--- src/rtl/ebpc_pkg.sv ---
// Shared EBPC decoder definitions.
package ebpc_pkg;

    // Width of the per-block word-count field.
    localparam int unsigned LOG_MAX_WORDS = 8;

    // ZNZ expander control states.
    typedef enum logic {IDLE, RUN} znz_exp_state_t;

endpackage

--- src/rtl/ebpc_mask_buf.sv ---
// Single-beat zero/non-zero mask buffer with a bit pointer.
// Holds one mask beat and presents the bit of the word being stepped.
module ebpc_mask_buf #(
    parameter int unsigned MASK_W = 8
) (
    input  logic              clk_i,
    input  logic              rst_i,
    input  logic [MASK_W-1:0] mask_i,
    input  logic              load_i,
    input  logic              step_i,
    input  logic              flush_i,
    output logic              cur_bit_o,
    output logic              vld_o
);

    localparam int unsigned PtrW = (MASK_W > 1) ? $clog2(MASK_W) : 1;

    logic [MASK_W-1:0] mask_q, mask_d;
    logic [PtrW-1:0]   ptr_q, ptr_d;
    logic              vld_q, vld_d;

    assign cur_bit_o = mask_q[ptr_q];
    assign vld_o     = vld_q;

    // Load a fresh beat, or advance the pointer; empty on the last bit or on block end.
    always_comb begin
        mask_d = mask_q;
        ptr_d  = ptr_q;
        vld_d  = vld_q;
        if (load_i) begin
            mask_d = mask_i;
            ptr_d  = '0;
            vld_d  = 1'b1;
        end else if (step_i) begin
            if (flush_i || (ptr_q == PtrW'(MASK_W - 1))) begin
                // Unused high bits of the beat are discarded here.
                ptr_d = '0;
                vld_d = 1'b0;
            end else begin
                ptr_d = ptr_q + 1'b1;
            end
        end
    end

    // Buffer state register.
    always_ff @(posedge clk_i) begin
        if (rst_i) begin
            mask_q <= '0;
            ptr_q  <= '0;
            vld_q  <= 1'b0;
        end else begin
            mask_q <= mask_d;
            ptr_q  <= ptr_d;
            vld_q  <= vld_d;
        end
    end

endmodule

--- src/rtl/ebpc_znz_expander.sv ---
// EBPC ZNZ expander: merges a zero/non-zero mask stream and a non-zero
// value stream into dense multi-lane beats framed by a per-block word count.
module ebpc_znz_expander
    import ebpc_pkg::*;
#(
    parameter int unsigned DATA_W        = 8,
    parameter int unsigned LANES         = 4,
    parameter int unsigned MASK_W        = 8,
    parameter int unsigned LOG_MAX_WORDS = ebpc_pkg::LOG_MAX_WORDS
) (
    input  logic                     clk_i,
    input  logic                     rst_i,
    input  logic [LOG_MAX_WORDS-1:0] num_words_i,
    input  logic                     num_words_vld_i,
    output logic                     num_words_rdy_o,
    input  logic [MASK_W-1:0]        mask_i,
    input  logic                     mask_vld_i,
    output logic                     mask_rdy_o,
    input  logic [DATA_W-1:0]        nz_i,
    input  logic                     nz_vld_i,
    output logic                     nz_rdy_o,
    output logic [LANES*DATA_W-1:0]  data_o,
    output logic [LANES-1:0]         strb_o,
    output logic                     last_o,
    output logic                     vld_o,
    input  logic                     rdy_i,
    output logic                     idle_o
);

    localparam int unsigned LaneW = (LANES > 1) ? $clog2(LANES) : 1;
    localparam int unsigned BeatW = LANES * DATA_W;

    znz_exp_state_t           state_q, state_d;
    logic [LOG_MAX_WORDS-1:0] remaining_q, remaining_d;
    logic [LaneW-1:0]         lane_idx_q, lane_idx_d;
    logic [BeatW-1:0]         asm_q, asm_d;
    logic [BeatW-1:0]         out_data_q, out_data_d;
    logic [LANES-1:0]         out_strb_q, out_strb_d;
    logic                     out_last_q, out_last_d;
    logic                     out_vld_q, out_vld_d;

    logic                     buf_vld;
    logic                     cur_bit;
    logic                     mask_load;
    logic                     running;
    logic                     final_word;
    logic                     completing;
    logic                     out_free;
    logic                     step;
    logic [DATA_W-1:0]        word;
    logic [BeatW-1:0]         asm_wr;
    logic [LANES-1:0]         strb_wr;

    // Handshake outputs are gated by reset so nothing transfers while it is held.
    assign running    = (state_q == RUN) && !rst_i;
    assign final_word = (remaining_q == LOG_MAX_WORDS'(1));
    assign completing = (lane_idx_q == LaneW'(LANES - 1)) || final_word;
    assign out_free   = !out_vld_q || rdy_i;
    assign step       = running && buf_vld && (!cur_bit || nz_vld_i) && (!completing || out_free);

    assign num_words_rdy_o = (state_q == IDLE) && !rst_i;
    assign mask_rdy_o      = running && !buf_vld;
    assign mask_load       = mask_rdy_o && mask_vld_i;
    assign nz_rdy_o        = step && cur_bit;
    assign idle_o          = (state_q == IDLE) && !out_vld_q && !rst_i;

    assign word   = cur_bit ? nz_i : '0;
    assign data_o = out_data_q;
    assign strb_o = out_strb_q;
    assign last_o = out_last_q;
    assign vld_o  = out_vld_q;

    ebpc_mask_buf #(
        .MASK_W (MASK_W)
    ) u_mask_buf (
        .clk_i     (clk_i),
        .rst_i     (rst_i),
        .mask_i    (mask_i),
        .load_i    (mask_load),
        .step_i    (step),
        .flush_i   (final_word),
        .cur_bit_o (cur_bit),
        .vld_o     (buf_vld)
    );

    // Assembly contents with the current word placed, and the strobe it would carry.
    always_comb begin
        asm_wr = asm_q;
        asm_wr[int'(lane_idx_q) * DATA_W +: DATA_W] = word;
        strb_wr = '0;
        for (int i = 0; i < LANES; i++) begin
            strb_wr[i] = (i <= int'(lane_idx_q));
        end
    end

    // Block framing: accept a count in IDLE, count words down in RUN.
    always_comb begin
        state_d     = state_q;
        remaining_d = remaining_q;
        case (state_q)
            IDLE: begin
                // A zero-length block is consumed without leaving IDLE.
                if (num_words_rdy_o && num_words_vld_i && (num_words_i != '0)) begin
                    state_d     = RUN;
                    remaining_d = num_words_i;
                end
            end
            RUN: begin
                if (step) begin
                    remaining_d = remaining_q - 1'b1;
                    if (final_word) begin
                        state_d = IDLE;
                    end
                end
            end
            default: state_d = IDLE;
        endcase
    end

    // Lane assembly and output register; a completing step refills the output in place.
    always_comb begin
        lane_idx_d = lane_idx_q;
        asm_d      = asm_q;
        out_data_d = out_data_q;
        out_strb_d = out_strb_q;
        out_last_d = out_last_q;
        out_vld_d  = out_vld_q;
        if (out_vld_q && rdy_i) begin
            out_vld_d = 1'b0;
        end
        if (step) begin
            if (completing) begin
                out_data_d = asm_wr;
                out_strb_d = strb_wr;
                out_last_d = final_word;
                out_vld_d  = 1'b1;
                asm_d      = '0;
                lane_idx_d = '0;
            end else begin
                asm_d      = asm_wr;
                lane_idx_d = lane_idx_q + 1'b1;
            end
        end
    end

    // State registers.
    always_ff @(posedge clk_i) begin
        if (rst_i) begin
            state_q     <= IDLE;
            remaining_q <= '0;
            lane_idx_q  <= '0;
            asm_q       <= '0;
            out_data_q  <= '0;
            out_strb_q  <= '0;
            out_last_q  <= 1'b0;
            out_vld_q   <= 1'b0;
        end else begin
            state_q     <= state_d;
            remaining_q <= remaining_d;
            lane_idx_q  <= lane_idx_d;
            asm_q       <= asm_d;
            out_data_q  <= out_data_d;
            out_strb_q  <= out_strb_d;
            out_last_q  <= out_last_d;
            out_vld_q   <= out_vld_d;
        end
    end

endmodule

--- config.mk ---
export PLATFORM = sky130hd
export DESIGN_NAME = ebpc_znz_expander
export DESIGN_NICKNAME = d
export VERILOG_FILES = /design/src/rtl/ebpc_pkg.sv /design/src/rtl/ebpc_mask_buf.sv /design/src/rtl/ebpc_znz_expander.sv
export SDC_FILE = /design/constraint.sdc
export NUM_CORES = 1
export LEC_CHECK = 0
export ABC_AREA = 1
export BUFFER_PORTS_ARGS = -buffer_cell sky130_fd_sc_hd__buf_2
export CAP_MARGIN = 20
export CORE_UTILIZATION = 55
export DETAILED_ROUTE_END_ITERATION = 10
export PLACE_DENSITY = 0.78
export SLEW_MARGIN = 20
export SYNTH_ARGS = -nofsm -noshare
export SYNTH_HDL_FRONTEND = slang
export SYNTH_SLANG_ARGS = --single-unit
--- constraint.sdc ---
create_clock -name clk_i -period 2.3 [get_ports clk_i]
set_input_delay 0.46 -clock clk_i [delete_from_list [all_inputs] [get_ports clk_i]]
set_output_delay 0.46 -clock clk_i [all_outputs]
set_load 0.05 [all_outputs]
==> results <==
- The flow ran to the end, and the final reports show no timing, DRC or antenna violations.
- Summed over all nets, the switching power comes to 0.763 mW.
- The final HPWL from detailed placement is 6.85 mm.
- The biggest area contributor in the post-synthesis netlist is sky130_fd_sc_hd__dfxtp_1.
- The average instance area after synthesis is 6.86 sq um.
- The first global-routing pass estimated 16.9 mm of wire.
- In this run the horizontal extent of the chip is 91.4 um.
- In this run, the combinational gates consume 9.2% of the power.
- Net switching is 26.1% of the power.
- The max-slew violation count is 0.
- Registers are responsible for 56.5% of the overall power.
- The die covers 0.00835 sq mm.
- The cell count after synthesis is 640.
- The origin of the worst min-delay path is rst_i.
- The count of inserted antenna diode cells is 0.
- The critical path is of the register to primary output type.
- Before antenna repair, the detailed router went through 4 iterations.
- Global routing consumed, over all layers together, 25.1% of the routing resources.
- The kind of end point of the critical path is a primary output.
- The nature of the critical path startpoint is a register.
- For this run, the number of Yosys warnings is 0.
- The path with the worst hold slack has its endpoint at remaining_q[0]$_SDFFE_PP0P_.
- Dividing total power by cell area gives a power density of 583 mW/mm^2.
- In the post-synthesis netlist, the biggest area contributors are sky130_fd_sc_hd__dfxtp_1 42%, sky130_fd_sc_hd__nand2_1 16%, sky130_fd_sc_hd__a21oi_1 8.9%.
- The longest clock path from root to sink contains 2 buffers.
- The via count of the first global-routing pass is 3722.
- Dividing the detail-routed via count by the number of cells gives 5.21.
- The number of fill cells in the layout is 722.
- In the synthesized netlist the dominant register cell turns out to be sky130_fd_sc_hd__dfxtp_1.
- The residual overflow from global routing is 0.
- The number of failing hold endpoints at the final stage is 0.
- The number of port buffers is 71.
- The post-detailed-route wirelength per cell is 12.5 um.
- For this configuration, the core starts out at a cell density of 56.8%.
- The share of power burned in the clock network is 34.3%.
- For flop-to-flop paths, the worst setup slack is 0.25 ns.
- In the final timing run, aggregate negative setup slack is 0 ns.
- The synthesized flop and latch total is 93.
- For this design the top-level I/O count stands at 72.
- The net count of the finished layout is 743.
- Sequential elements use 42.4% of the synthesized area.
- After clock tree synthesis, the clock-pin slew on the worst setup and hold paths is 0.08 ns.
- The H-tree was split into 3 levels.
- The DRC violation total after the first TritonRoute iteration is 222.
- Synthesis instantiated 31 different standard cells from the library.
- The number of antenna violations at the first check in global routing came to 0.
- The sequential cell area is 0.00186 sq mm.
- The clock skew after layout is 0.00967 ns.
- The pin count of the biggest net entering global routing is 62.
- The path type of the worst min-delay path is input pin to register.
- Data on the critical path is required at its endpoint by 1.84 ns.
- The later pin in the worst-skew pair is clocked with a latency of 0.37 ns.
- Cell internal power was estimated by the tool at 2.16 mW.
- The number of cells after detailed placement is 793.
- The number of standard cells in the final layout excluding fillers is 808.
- The count of nets left with antenna violations once routing finished came out at 0.
- The maximum frequency from static timing analysis is 451 MHz.
- The clock drives 93 sinks.
- At the worst endpoint, the arrival time is 1.76 ns.
- The final critical path takes up 96.3% of the cycle.
- Relative to the synthesized area, the layout overhead comes to 14.2%.
- The number of nets handed over by synthesis was 681.
- The leakage power of the design is 2.29 nW.
- The async set-reset flop share out of synthesis is 0%.
- Yosys instantiated no cell more often than sky130_fd_sc_hd__nand2_1.
- Setup repair after global routing left no endpoint under its margin.
- Clock tree synthesis inserted a total of 9 buffers.
- The clock root buffer master is sky130_fd_sc_hd__clkbuf_8.
- The cell area after synthesis is 0.00439 sq mm.
- The final setup violation count is 0.
- In this run the worst setup path begins at remaining_q[1]$_SDFFE_PP0P_.
- The relative max-transition margin is 57.6%.
- For this run, design rule violations remaining after detail routing come to 0.
- The die height is 91.4 um.
- The worst register-to-register path begins at remaining_q[0]$_SDFFE_PP0P_.
- The number of flops mapped to enable cells by yosys is 0.
- After layout, the design draws a total of 2.92 mW.
- TritonCTS built the clock tree.
- By count the netlist is led by 192 x sky130_fd_sc_hd__nand2_1, 93 x sky130_fd_sc_hd__dfxtp_1, 78 x sky130_fd_sc_hd__a21oi_1.
- The end of the worst register-to-register path is asm_q[18]$_SDFFE_PP0P_.
- The fraction of final layout cells sized beyond drive strength 1 is 17.8%.
- The multi-input combinational cell area is 0.00212 sq mm.
- The number of placement rows is 32.
- The number of vias in the routed layout is 4209.
- The number of hold buffers added after CTS was 0.
- Across all hold checks on the routed design, the worst slack comes to 0.363 ns.
- The count of maximum capacitance violations is 0.
- Measured in cells, the most critical reg-to-reg path has a length of 9.
- The worst hold path was traced through 2 stages.
- The synthesized design devotes to its leading area cell type 42.4% of total area.
- The floorplan step defined a core boundary enclosing 0.00773 sq mm.
- In this run the worst path has a maximum fanout of 3.
- The wire length reported by the detailed router is 10.1 mm.
- At the end of routability-driven placement, the weighted congestion stood at 0.861.
- For the pin with the worst max-slew slack, the measured transition is 0.636 ns.
- The worst supply voltage drop on vdd is 0.374 mV.
- The time the final worst path needs with I/O delays and setup is 2.22 ns.
[flip-flops by register name, summed over array words and instances, names as in the netlist]
| register | cells |
|---|---|
| data_o | 32 |
| u_mask_buf.vld_o | 1 |
| u_mask_buf.mask_q | 8 |
| vld_o | 1 |
| asm_q | 32 |
| lane_idx_q | 2 |
| state_q | 1 |
| u_mask_buf.ptr_q | 3 |
| last_o | 1 |
| strb_o | 4 |
| remaining_q | 8 |
[critical path, stage by stage (launching register included)]
cell and delay (ns):
sky130_fd_sc_hd__dfxtp_1 0.33, sky130_fd_sc_hd__inv_1 0.06, sky130_fd_sc_hd__ha_1 0.18, sky130_fd_sc_hd__nand3_1 0.15
sky130_fd_sc_hd__o21ai_4 0.10, sky130_fd_sc_hd__a21oi_2 0.18, sky130_fd_sc_hd__nand2_2 0.10, sky130_fd_sc_hd__nor2_4 0.12
sky130_fd_sc_hd__buf_6 0.17
[per-layer routing]
metal,GRT usage (%),wire (um),vias up
li1,-,-,2162
met1,31.9,4570,1920
met2,42.7,4840,115
met3,4.86,517,12
met4,8.33,138,0
met5,0,0,-
[worst max-delay path by stage]
stage                          end  slack (ns)  cells past startpoint
after floorplan           nz_rdy_o        0.19                      8
after global placement    nz_rdy_o        0.32                      7
after detailed placement  nz_rdy_o        0.31                      7
after CTS                 nz_rdy_o        0.03                      8
after global routing      nz_rdy_o       0.004                      8
final                     nz_rdy_o        0.08                      8
[final cells by class]
| class | instances | area share, % |
|---|---|---|
| Clock buffer | 11 | 3.02 |
| Clock inverter | 4 | 0.474 |
| Inverter | 76 | 5.69 |
| Multi-Input combinational cell | 441 | 42.2 |
| Sequential cell | 93 | 37.1 |
| Tap cell | 102 | 2.54 |
| Timing Repair Buffer | 81 | 8.95 |
[power by group through the flow]
stage          Sequential [mW]  Clock (mW)  Combinational [mW]
6_report                  1.65        1.00               0.269
5_1_grt                   1.65        1.08               0.302
3_3_place_gp              1.69           0               0.262
2_1_floorplan             1.68           0               0.194
3_5_place_dp              1.69           0               0.266
4_1_cts                   1.65        1.02               0.267
[timing repair]
item	in CTS	in global routing
resized for setup	2	2
hold endpoints to repair	0	0
pin swaps	0	0
buffers inserted	0	0
endpoints found under the setup margin	1	1
[cell families after synthesis]
family	share of synthesized area, %
and+or+nand+nor	28.1
AOI/OAI and AO/OA	16.5
buffers and inverters	9.85
DFF	42.4
adders and majority gates	3.13
[cells in the final DEF (no fill, tap or decap)]
| master | n |
|---|---|
| sky130_fd_sc_hd__clkbuf_8 | 11 |
| sky130_fd_sc_hd__buf_4 | 9 |
| sky130_fd_sc_hd__and2_1 | 1 |
| sky130_fd_sc_hd__o21ai_4 | 1 |
| sky130_fd_sc_hd__buf_6 | 1 |
| sky130_fd_sc_hd__buf_2 | 70 |
| sky130_fd_sc_hd__nor2_4 | 2 |
| sky130_fd_sc_hd__clkinv_4 | 1 |
| sky130_fd_sc_hd__nor4_2 | 1 |
| sky130_fd_sc_hd__o21a_1 | 2 |
| sky130_fd_sc_hd__a21oi_2 | 1 |
| sky130_fd_sc_hd__nor2_1 | 40 |
| sky130_fd_sc_hd__nand4_1 | 17 |
| sky130_fd_sc_hd__nand2_4 | 1 |
| sky130_fd_sc_hd__nand3b_1 | 1 |
| sky130_fd_sc_hd__nor3_1 | 2 |
| sky130_fd_sc_hd__clkinv_2 | 3 |
| sky130_fd_sc_hd__nand2_2 | 2 |
| sky130_fd_sc_hd__nand2_1 | 192 |
| sky130_fd_sc_hd__dfxtp_2 | 1 |
| sky130_fd_sc_hd__nor3_2 | 2 |
| sky130_fd_sc_hd__nor2_2 | 9 |
| sky130_fd_sc_hd__inv_2 | 6 |
| sky130_fd_sc_hd__o21ai_1 | 24 |
| sky130_fd_sc_hd__nor4_1 | 1 |
| sky130_fd_sc_hd__o21ai_0 | 35 |
| sky130_fd_sc_hd__nand3_1 | 14 |
| sky130_fd_sc_hd__dfxtp_1 | 92 |
| sky130_fd_sc_hd__buf_12 | 1 |
| sky130_fd_sc_hd__ha_1 | 11 |
| sky130_fd_sc_hd__clkinv_1 | 2 |
| sky130_fd_sc_hd__a21oi_1 | 78 |
| sky130_fd_sc_hd__nand3_2 | 4 |
| sky130_fd_sc_hd__inv_1 | 68 |
[metrics by stage]
stage	worst slack, ns	cell area [sq um]	util [%]
2_1_floorplan	0.185	4410	-
4_1_cts	0.0256	5010	64.8
3_3_place_gp	0.324	4830	62.5
6_report	0.0843	5020	64.9
5_1_grt	0.00414	5020	64.9
3_5_place_dp	0.308	4830	62.5
(Power assumes the default switching activity.)
